==> src/rtl/pwd_pkg.sv <==
// Shared definitions for the password character stream: default sizes,
// ASCII constants used by the per-character checkers, tx state encoding.
package pwd_pkg;

  localparam int DEF_MAX_LEN = 16;
  localparam int DEF_CHAR_W  = 8;
  localparam int DEF_LEN_W   = 5;

  localparam logic [7:0] CH_A   = 8'h61;
  localparam logic [7:0] CH_E   = 8'h65;
  localparam logic [7:0] CH_I   = 8'h69;
  localparam logic [7:0] CH_O   = 8'h6F;
  localparam logic [7:0] CH_U   = 8'h75;
  localparam logic [7:0] CH_NUL = 8'h00;

  typedef enum logic [1:0] {
    IDLE = 2'd0,
    SEND = 2'd1,
    DONE = 2'd2
  } tx_state_e;

  // Lower-case vowel test shared by the downstream checkers.
  function automatic logic is_vowel(input logic [7:0] c);
    return (c == CH_A) || (c == CH_E) || (c == CH_I) || (c == CH_O) || (c == CH_U);
  endfunction

endpackage

==> src/rtl/pwd_shift_reg.sv <==
// Parallel-load shift register holding the password; the character to
// send next always sits in the lowest CHAR_W bits.
module pwd_shift_reg #(
  parameter int MAX_LEN = 16,
  parameter int CHAR_W  = 8
) (
  input  logic                        clk,
  input  logic                        rst,
  input  logic                        load_i,
  input  logic [MAX_LEN*CHAR_W-1:0]   data_i,
  input  logic                        shift_i,
  output logic [CHAR_W-1:0]           low_o
);

  logic [MAX_LEN*CHAR_W-1:0] data_q;

  // Load wins over shift; shifting moves the next character into the low slot.
  always_ff @(posedge clk or posedge rst) begin
    if (rst) begin
      data_q <= '0;
    end else if (load_i) begin
      data_q <= data_i;
    end else if (shift_i) begin
      data_q <= {{CHAR_W{1'b0}}, data_q[MAX_LEN*CHAR_W-1:CHAR_W]};
    end
  end

  assign low_o = data_q[CHAR_W-1:0];

endmodule

==> src/rtl/password_char_tx.sv <==
// Transmit-side serializer: captures a packed password on load and emits
// it one character per valid/ready transfer, flagging the last character
// and pulsing done once the final transfer has completed.
module password_char_tx
  import pwd_pkg::*;
#(
  parameter int MAX_LEN = DEF_MAX_LEN,
  parameter int CHAR_W  = DEF_CHAR_W,
  parameter int LEN_W   = DEF_LEN_W
) (
  input  logic                        clk,
  input  logic                        rst,
  input  logic                        load,
  input  logic [MAX_LEN*CHAR_W-1:0]   pwd_in,
  input  logic [LEN_W-1:0]            len_in,
  input  logic                        abort,
  output logic [CHAR_W-1:0]           char_out,
  output logic                        char_valid,
  input  logic                        char_ready,
  output logic                        char_last,
  output logic                        busy,
  output logic                        done,
  output logic                        err_len
);

  tx_state_e         state_q;
  logic [LEN_W-1:0]  rem_q;
  logic              valid_q;
  logic              last_q;
  logic              busy_q;
  logic              done_q;
  logic              err_q;

  logic              len_ok;
  logic              capture;
  logic              xfer;
  logic              shift;
  logic [CHAR_W-1:0] low_char;

  // Request decode: legal length, capture enable, handshake transfer.
  // abort suppresses the shift so a cancelled transfer never advances data.
  always_comb begin
    len_ok  = (len_in != '0) && (int'(len_in) <= MAX_LEN);
    capture = (state_q == IDLE) && load && len_ok;
    xfer    = (state_q == SEND) && valid_q && char_ready;
    shift   = xfer && !abort;
  end

  pwd_shift_reg #(
    .MAX_LEN (MAX_LEN),
    .CHAR_W  (CHAR_W)
  ) u_shift (
    .clk     (clk),
    .rst     (rst),
    .load_i  (capture),
    .data_i  (pwd_in),
    .shift_i (shift),
    .low_o   (low_char)
  );

  // Tx FSM with registered handshake/status outputs; char_last tracks
  // remaining==1 one cycle ahead so it is ready alongside each character.
  always_ff @(posedge clk or posedge rst) begin
    if (rst) begin
      state_q <= IDLE;
      rem_q   <= '0;
      valid_q <= 1'b0;
      last_q  <= 1'b0;
      busy_q  <= 1'b0;
      done_q  <= 1'b0;
      err_q   <= 1'b0;
    end else begin
      done_q <= 1'b0;
      err_q  <= 1'b0;
      case (state_q)
        IDLE: begin
          if (load) begin
            if (len_ok) begin
              state_q <= SEND;
              rem_q   <= len_in;
              valid_q <= 1'b1;
              last_q  <= (len_in == LEN_W'(1));
              busy_q  <= 1'b1;
            end else begin
              err_q <= 1'b1;
            end
          end
        end
        SEND: begin
          if (abort) begin
            state_q <= IDLE;
            rem_q   <= '0;
            valid_q <= 1'b0;
            last_q  <= 1'b0;
            busy_q  <= 1'b0;
          end else if (xfer) begin
            if (last_q) begin
              state_q <= DONE;
              rem_q   <= '0;
              valid_q <= 1'b0;
              last_q  <= 1'b0;
              done_q  <= 1'b1;
            end else begin
              rem_q  <= rem_q - LEN_W'(1);
              last_q <= (rem_q == LEN_W'(2));
            end
          end
        end
        DONE: begin
          state_q <= IDLE;
          valid_q <= 1'b0;
          last_q  <= 1'b0;
          busy_q  <= 1'b0;
        end
        default: begin
          state_q <= IDLE;
          rem_q   <= '0;
          valid_q <= 1'b0;
          last_q  <= 1'b0;
          busy_q  <= 1'b0;
        end
      endcase
    end
  end

  // Character bus reads as zero whenever no character is offered.
  assign char_out   = valid_q ? low_char : '0;
  assign char_valid = valid_q;
  assign char_last  = last_q;
  assign busy       = busy_q;
  assign done       = done_q;
  assign err_len    = err_q;

endmodule

==> config.mk <==
export PLATFORM = sky130hd
export DESIGN_NAME = password_char_tx
export DESIGN_NICKNAME = d
export VERILOG_FILES = /design/src/rtl/pwd_pkg.sv /design/src/rtl/pwd_shift_reg.sv /design/src/rtl/password_char_tx.sv
export SDC_FILE = /design/constraint.sdc
export NUM_CORES = 1
export LEC_CHECK = 0
export ABC_AREA = 0
export BUFFER_PORTS_ARGS = -buffer_cell sky130_fd_sc_hd__buf_2
export CAP_MARGIN = 20
export CORE_ASPECT_RATIO = 0.7
export CORE_MARGIN = 4
export CORE_UTILIZATION = 42
export DETAILED_ROUTE_END_ITERATION = 10
export SYNTH_ARGS = -nofsm -noshare
export SYNTH_HDL_FRONTEND = slang
export SYNTH_SLANG_ARGS = --single-unit
==> constraint.sdc <==
create_clock -name clk -period 6.9 [get_ports clk]
set_input_delay 1.725 -clock clk [delete_from_list [all_inputs] [get_ports clk]]
set_output_delay 1.725 -clock clk [all_outputs]
set_load 0.01 [all_outputs]
==> impl_metrics.tcl, run 1 <==
set metrics [dict create \
    r2r-start "state_q[0]" \
    grt_pass1_vias 5011 \
    holdPathEnd "u_shift.data_q[1]" \
    ys.flop_type "dfrtp_1" \
    grt-ovfl-total 0 \
    fp.dieW_um 155 \
    core_um2 14800 \
    gp_congestion 0.819 \
    yosys.area.top_type_share_pct 54.8 \
    clock_path_buffers 2 \
    setup_viol 0 \
    ctsHoldBuffers 0 \
    synth_top_family_by_area "compound AO/OA/AOI/OAI gates" \
    syn_area_per_cell_um2 12.2 \
    post_cts_buffers 0 \
    insertion_delay_ns 0.41 \
    cp-end-kind "flop" \
    mostFrequentLayoutCells "buf_2, dfrtp_1, a22o_1, a21o_1, nand2_1" \
    yosys.area.top_type "dfrtp_1" \
    synth_fp_nets 661 \
    clk_pin_slew_worst_paths_ns 0.06 \
    cp-start-kind "primary input" \
    io-pin-count 151 \
    multiInputGateArea_um2 2550 \
    tightestPinTransition_ns 0.908 \
    reg2regPathDepth 5 \
    synthCells 521 \
    fin_skew_ns 0.00815 \
    outcome "finished clean" \
    layout.cells.most_common "buf_2" \
    grt_first_pass_wirelength_um 24900 \
    yosys.area_share.xor_xnor_pct 0.276 \
    cts-root-buf "clkbuf_16" \
    fmax_mhz 265 \
    setup_tns_ns 0 \
    yosysUniqueCellTypes 36 \
    drtIter0Drc 276 \
    hold_viol_final 0 \
    slew_viol_final 0 \
    netlist_area_um2 6350 \
    hpwl_um 10100 \
    wl_per_cell_um 17.9 \
    final_util_pct 52.2 \
    cp.arrival_ns 4.12 \
    ys_seq_area_share_pct 54.8 \
    regArea_um2 3480 \
    rsz0062_at_grt "no" \
    yosys_warnings 0 \
    max_slew_margin_pct 39.5 \
    portBuffers 150 \
    synth-compound-area-share_pct 33.9 \
    crit_type "primary input to flop" \
    syn2layout_area_growth_pct 21.4 \
    crit_fanout 77 \
    grt_util_met3_pct 7.41 \
    worstHoldStart "u_shift.data_q[1]" \
    dieArea_um2 17200 \
    synthAdderAreaFrac_pct 0.394 \
    dp_slack_ns 2.68 \
    clkSinkCount 139 \
    met1_usage_pct 24.3 \
    grt_most_used_layer "met2" \
    peakVddDrop_mv 0.200 \
    wl_um 15300 \
    rrSetupSlack_ns 3.81 \
    route.detailed.drc 0 \
    holdPathStages 1 \
    route.vias.total 4751 \
    synth-edff-count 0 \
    yosys.area_share.simple_pct 4.83 \
    htreeDepth 4 \
    yosys_register_bits 139 \
    min_period_ns 3.77 \
    antenna_found_initial 7 \
    cts_tree "yes" \
    powerDensity_nw_per_um2 332 \
    row_count 37 \
    required_ns 7.25 \
    fill_cells 1347 \
    drt-pass1-iter-count 5 \
    track_usage_pct 18.0 \
    synth.area.mux_share_pct 0.552 \
    cts_resized 0 \
    finalPower_mw 2.56 \
    cts_buffers 17 \
    post-place-cells 824 \
    hold_path_class "flop to flop" \
    crit_start "len_in[3]" \
    final_layout_size_suffix_gt1_share_pct 29.2 \
    ant_nets 0 \
    p_leak_nw 4.30 \
    viasPerCell 5.55 \
    start_util_pct 43.0 \
    r2r_end "u_shift.data_q[81]" \
    drv_cap 0 \
    fin_nets 788 \
    synthArstFlopShare_pct 100 \
    globalRouteMet2Util_pct 27.1 \
    grt_start_max_net_pins 103 \
    finalNonFillerCells 856 \
    synthTopCellsByArea "dfrtp_1, a22o_1, a21o_1" \
    timing.final.ws_setup_ns 3.13 \
    period_share_pct 54.7 \
    fp.dieH_um 111 \
]
registers in the layout, indices dropped and copies added (netlist names):
register / flops
u_shift.data_q: 128
busy: 1
char_last: 1
err_len: 1
rem_q: 5
done: 1
state_q: 2
logic make-up after synthesis:
family          count (synthesis)
compound gates                271
xor+xnor                        2
fa+ha+maj                       2
buf+inv                        53
flops                         139
mux                             3
simple gates                   51
routing by layer:
| metal | up-vias | share of wire, % |
|---|---|---|
| met3 | 28 | 8.4 |
| met2 | 131 | 44 |
| met1 | 2349 | 46 |
| met5 | - | 0.48 |
| met4 | 10 | 1.1 |
| li1 | 2233 | - |
area by class of cell:
type,count,share of cell area [%]
multi-input combinational,329,33.1
clock buffer,17,5.52
tap,195,3.16
timing repair buffer,155,10.2
antenna,1,0.0324
sequential,139,45.1
inverter,6,0.357
clock inverter,14,2.55
how the worst max path moves through the flow:
| stage | endpoint | slack (ns) |
|---|---|---|
| after floorplan | busy | 1.45 |
| after global placement | u_shift.data_q[57] | 2.76 |
| after detailed placement | u_shift.data_q[109] | 2.68 |
| after CTS | u_shift.data_q[81] | 3.11 |
| after global routing | u_shift.data_q[62] | 2.94 |
| final | u_shift.data_q[109] | 3.13 |
report_power, final:
group	leakage [nW]	internal, mW	switching [mW]
combinational	2.26	0.237	0.191
clock	0.296	0.605	0.352
sequential	1.74	1.04	0.135
cells in the mapped netlist, types with 3 or more instances:
cell type / n
dfrtp_1: 139
a22o_1: 125
a21o_1: 120
buf_2: 29
nand2_1: 18
buf_6: 12
o21ai_0: 12
and2_1: 9
inv_1: 6
o2bb2ai_1: 5
a21oi_1: 4
clkbuf_1: 4
nand2b_1: 3
nand3_1: 3
per-stage QoR:
step / hold WS [ns] / area [um^2]
floorplan: 0.441 / 6350
global placement: 0.452 / 7090
detailed placement: 0.458 / 7090
CTS: 0.472 / 7710
global route: 0.491 / 7710
finish: 0.467 / 7710
worst max-delay path, cell delays in order:
cell	delay (ns)
buf_2	0.13
nor4_4	0.44
mux2_4	0.68
buf_4	0.74
a22o_1	0.26
a21o_1	0.09
Power figures use the tool's default switching activity.
==> run 2, diff against run 1 <==
Settings changed: PLACE_DENSITY set to 0.67.
Clock period 6.9 ns to 3 ns, I/O delays scaled along.
==> impl_metrics.tcl, run 2 (same netlist as run 1, synthesis figures left out) <==
set metrics [dict create \
    cts_buffers 17 \
    crit_fanout 22 \
    grt-ovfl-total 0 \
    cp-end-kind "primary output" \
    antenna_found_initial 2 \
    fmax_mhz 451 \
    timing.final.ws_setup_ns 0.780 \
    fin_skew_ns 0.00821 \
    clock_path_buffers 2 \
    dpl_cell_area_um2 7180 \
    route.detailed.drc 0 \
    period_share_pct 74.0 \
    fp.dieW_um 155 \
    crit_start "state_q[0]" \
    drtIter0Drc 263 \
    hold_viol_final 0 \
    post_cts_buffers 0 \
    portBuffers 150 \
    wl_um 15000 \
    rrSetupSlack_ns 0.89 \
    regMostFlops "u_shift.data_q" \
    io-pin-count 151 \
    htreeDepth 4 \
    grt_pass1_vias 4918 \
    whs_ns 0.465 \
    core_um2 14800 \
    dp_slack_ns 0.420 \
    start_util_pct 43.0 \
    largest_reg_flops 128 \
    peakVddDrop_mv 0.412 \
    wl_per_cell_um 17.5 \
    cp.arrival_ns 1.47 \
    rsz0062_at_grt "no" \
    slew_viol_final 0 \
    cp-start-kind "flop" \
    fp.dieH_um 111 \
    hold_path_class "flop to flop" \
    row_count 37 \
    outcome "finished clean" \
    insertion_delay_ns 0.41 \
    cts-root-buf "clkbuf_16" \
    final_util_pct 52.3 \
    ant_nets 0 \
    cpMaxStageDelayCell "dfrtp_1" \
    mostFrequentLayoutCells "buf_2, dfrtp_1, a22o_1, a21o_1, nand2_1" \
    fill_cells 1292 \
    fin_nets 791 \
    final_layout_size_suffix_gt1_share_pct 29.0 \
    setup_tns_ns 0 \
    min_period_ns 2.22 \
    p_leak_nw 4.30 \
    path_cells "and2_1 -> buf_2" \
    reg2regPathDepth 5 \
    critPathMaxStageDelay_ns 0.72 \
    powerDensity_nw_per_um2 730 \
    hpwl_um 9800 \
    dieArea_um2 17200 \
    layout.cells.most_common "buf_2" \
    final_area_um2 7730 \
    ctsHoldBuffers 0 \
    track_usage_pct 17.6 \
    gp_congestion 0.853 \
    drt-pass1-iter-count 4 \
    top_regs "u_shift.data_q x128, rem_q x5, state_q x2" \
    grt_first_pass_wirelength_um 24700 \
    crit_type "flop to primary output" \
    required_ns 2.25 \
    r2r_end "u_shift.data_q[26]" \
    cts_resized 0 \
    cts_tree "yes" \
    crit_end "char_out[2]" \
    clk_pin_slew_worst_paths_ns 0.06 \
    max_slew_margin_pct 50.5 \
    tightestPinTransition_ns 0.743 \
    route.vias.total 4814 \
    clkSinkCount 139 \
    r2r-start "state_q[0]" \
    holdPathStages 1 \
    setup_viol 0 \
    viasPerCell 5.60 \
    grt_start_max_net_pins 140 \
    syn2layout_area_growth_pct 21.7 \
    drv_cap 0 \
]
-- run 2: worst min path at each step --
| stage | startpoint | slack (ns) | to |
|---|---|---|---|
| final | u_shift.data_q[6] | 0.46 | u_shift.data_q[6] |
| after global routing | u_shift.data_q[73] | 0.49 | u_shift.data_q[73] |
| after CTS | u_shift.data_q[6] | 0.47 | u_shift.data_q[6] |
| after detailed placement | u_shift.data_q[6] | 0.46 | u_shift.data_q[6] |
| after global placement | u_shift.data_q[3] | 0.45 | u_shift.data_q[3] |
| after floorplan | u_shift.data_q[0] | 0.44 | u_shift.data_q[0] |
-- run 2: layout make-up --
cell class              count  area (um^2)  share of cell area [%]
well taps                 195          244                    3.16
repair buffers            158          886                    11.5
diodes                      2         5.00                  0.0648
clock buffers              23          468                    6.06
clock inverters             8         70.1                   0.907
flip-flops and latches    139         3480                    45.0
inverters                   6         26.3                   0.340
multi-input cells         329         2550                    33.0
-- run 2: layer usage --
layer / track usage [%] / routed length, um / vias up
met4: 5.00 / 152 / 4
met2: 26.0 / 6790 / 123
li1: - / - / 2237
met5: 0 / 27 / -
met1: 24.8 / 7070 / 2434
met3: 5.97 / 1010 / 16
-- run 2: report_power, final --
group	internal, mW	total [mW]	switching [mW]
clock network	1.17	1.93	0.756
registers	2.39	2.71	0.321
logic	0.565	1.00	0.437
-- run 2: through the flow --
stage	cells	total power, mW
after floorplan	521	3.42
after global placement	827	3.69
after detailed placement	827	3.76
after CTS	858	5.70
after global routing	858	5.94
final	860	5.64
-- run 2: critical path: cells and delay by family (launching register included) --
family	cells	cell delay, ns
simple gates	1	0.21
buf+inv	1	0.13
flops	1	0.72
==> run 3, diff against run 2 <==
Settings changed: PLACE_DENSITY 0.67 to unset.
Clock period 3 ns to 2.25 ns, I/O delays scaled along.
==> impl_metrics.tcl, run 3 (same netlist as run 1, synthesis figures left out) <==
set metrics [dict create \
    period_share_pct 90.8 \
    clock_path_buffers 2 \
    peakVddDrop_mv 0.535 \
    track_usage_pct 18.3 \
    row_count 37 \
    r2r_end "rem_q[0]" \
    top_regs "u_shift.data_q x128, rem_q x5, state_q x2" \
    mostFrequentLayoutCells "buf_2, dfrtp_1, a22o_1, a21o_1, nand2_1" \
    hpwl_um 10600 \
    setup_tns_ns 0 \
    fill_cells 1329 \
    crit_fanout 12 \
    slew_viol_final 0 \
    crit_type "flop to primary output" \
    cts_tree "yes" \
    hold_viol_final 0 \
    dieArea_um2 17200 \
    cp.arrival_ns 1.48 \
    min_period_ns 2.04 \
    fin_nets 797 \
    hold_path_class "primary input to async pin" \
    wl_per_cell_um 18.0 \
    fmax_mhz 490 \
    whs_ns 0.192 \
    syn2layout_area_growth_pct 24.3 \
    r2r-start "state_q[1]" \
    wl_um 15600 \
    htreeDepth 4 \
    cts_resized 0 \
    cts-root-buf "clkbuf_16" \
    start_util_pct 43.0 \
    required_ns 1.69 \
    gp_congestion 0.857 \
    cts_buffers 17 \
    rsz0062_at_grt "no" \
    io-pin-count 151 \
    max_slew_margin_pct 65.4 \
    path_buf_inv 2 \
    grt_start_max_net_pins 78 \
    cpMaxStageDelayCell "dfrtp_1" \
    path_cells "buf_4 -> and2_1 -> buf_2" \
    worst_path_dominant_cell_family "flip-flops" \
    tightestPinTransition_ns 0.517 \
    cp-end-kind "primary output" \
    portBuffers 150 \
    finalPower_mw 7.88 \
    crit_start "state_q[0]" \
    core_um2 14800 \
    layout.cells.most_common "buf_2" \
    viasPerCell 5.54 \
    insertion_delay_ns 0.41 \
    drt-pass1-iter-count 4 \
    setup_viol 0 \
    ctsHoldBuffers 0 \
    outcome "finished clean" \
    final_util_pct 53.5 \
    powerDensity_nw_per_um2 998 \
    grt_pass1_vias 4972 \
    cp_num_cells 3 \
    ant_nets 0 \
    crit_end "char_out[3]" \
    grt-ovfl-total 0 \
    fin_skew_ns 0.00852 \
    critPathMaxStageDelay_ns 0.56 \
    route.vias.total 4812 \
    final_layout_size_suffix_gt1_share_pct 30.3 \
    drv_cap 0 \
    post_cts_buffers 0 \
    clk_pin_slew_worst_paths_ns 0.06 \
    fp.dieH_um 111 \
    regArea_um2 3480 \
    p_leak_nw 4.38 \
    multiInputGateArea_um2 2550 \
    reg2regPathDepth 4 \
    antenna_found_initial 7 \
    rrSetupSlack_ns 0.35 \
    cp-start-kind "flop" \
    clkSinkCount 139 \
    largest_reg_flops 128 \
    drtIter0Drc 323 \
    fp.dieW_um 155 \
    route.detailed.drc 0 \
    regMostFlops "u_shift.data_q" \
    grt_first_pass_wirelength_um 25500 \
]
-- run 3: report_power, final --
part | switching [mW] | internal (mW) | leakage, nW | total [mW]
logic | 0.605 | 0.775 | 2.34 | 1.38
registers | 0.413 | 3.18 | 1.74 | 3.60
clock network | 1.05 | 1.86 | 0.301 | 2.90
-- run 3: per-layer routing --
layer	track usage, %	part of all wire [%]	vias up
li1	-	-	2258
met1	25.4	46	2400
met2	27.2	45	122
met3	7.37	7.9	22
met4	4.12	1.0	10
met5	0	0.36	-
-- run 3: area by class of cell --
| cell class | count | share of cell area (%) |
|---|---|---|
| sequential | 139 | 44.1 |
| timing repair buffer | 164 | 12.3 |
| inverter | 6 | 0.333 |
| clock inverter | 11 | 1.79 |
| clock buffer | 21 | 6.08 |
| multi-input combinational | 329 | 32.3 |
| antenna | 3 | 0.0951 |
| tap | 195 | 3.09 |
-- run 3: worst min-delay path by stage --
stage | from | endpoint | slack, ns | depth (start not counted)
global placement | u_shift.data_q[5] | u_shift.data_q[5] | 0.45 | 1
CTS | rst | state_q[0] | 0.20 | 2
global route | rst | state_q[0] | 0.21 | 2
detailed placement | u_shift.data_q[6] | u_shift.data_q[6] | 0.46 | 1
floorplan | u_shift.data_q[0] | u_shift.data_q[0] | 0.44 | 1
finish | rst | state_q[0] | 0.19 | 2
-- run 3: metrics by stage --
stage	area, um^2	std cells	setup WS [ns]
after floorplan	6350	521	-0.0476
after global placement	7270	833	0.0898
after detailed placement	7270	833	0.0689
after CTS	7890	865	0.205
after global routing	7890	867	0.121
final	7900	868	0.207
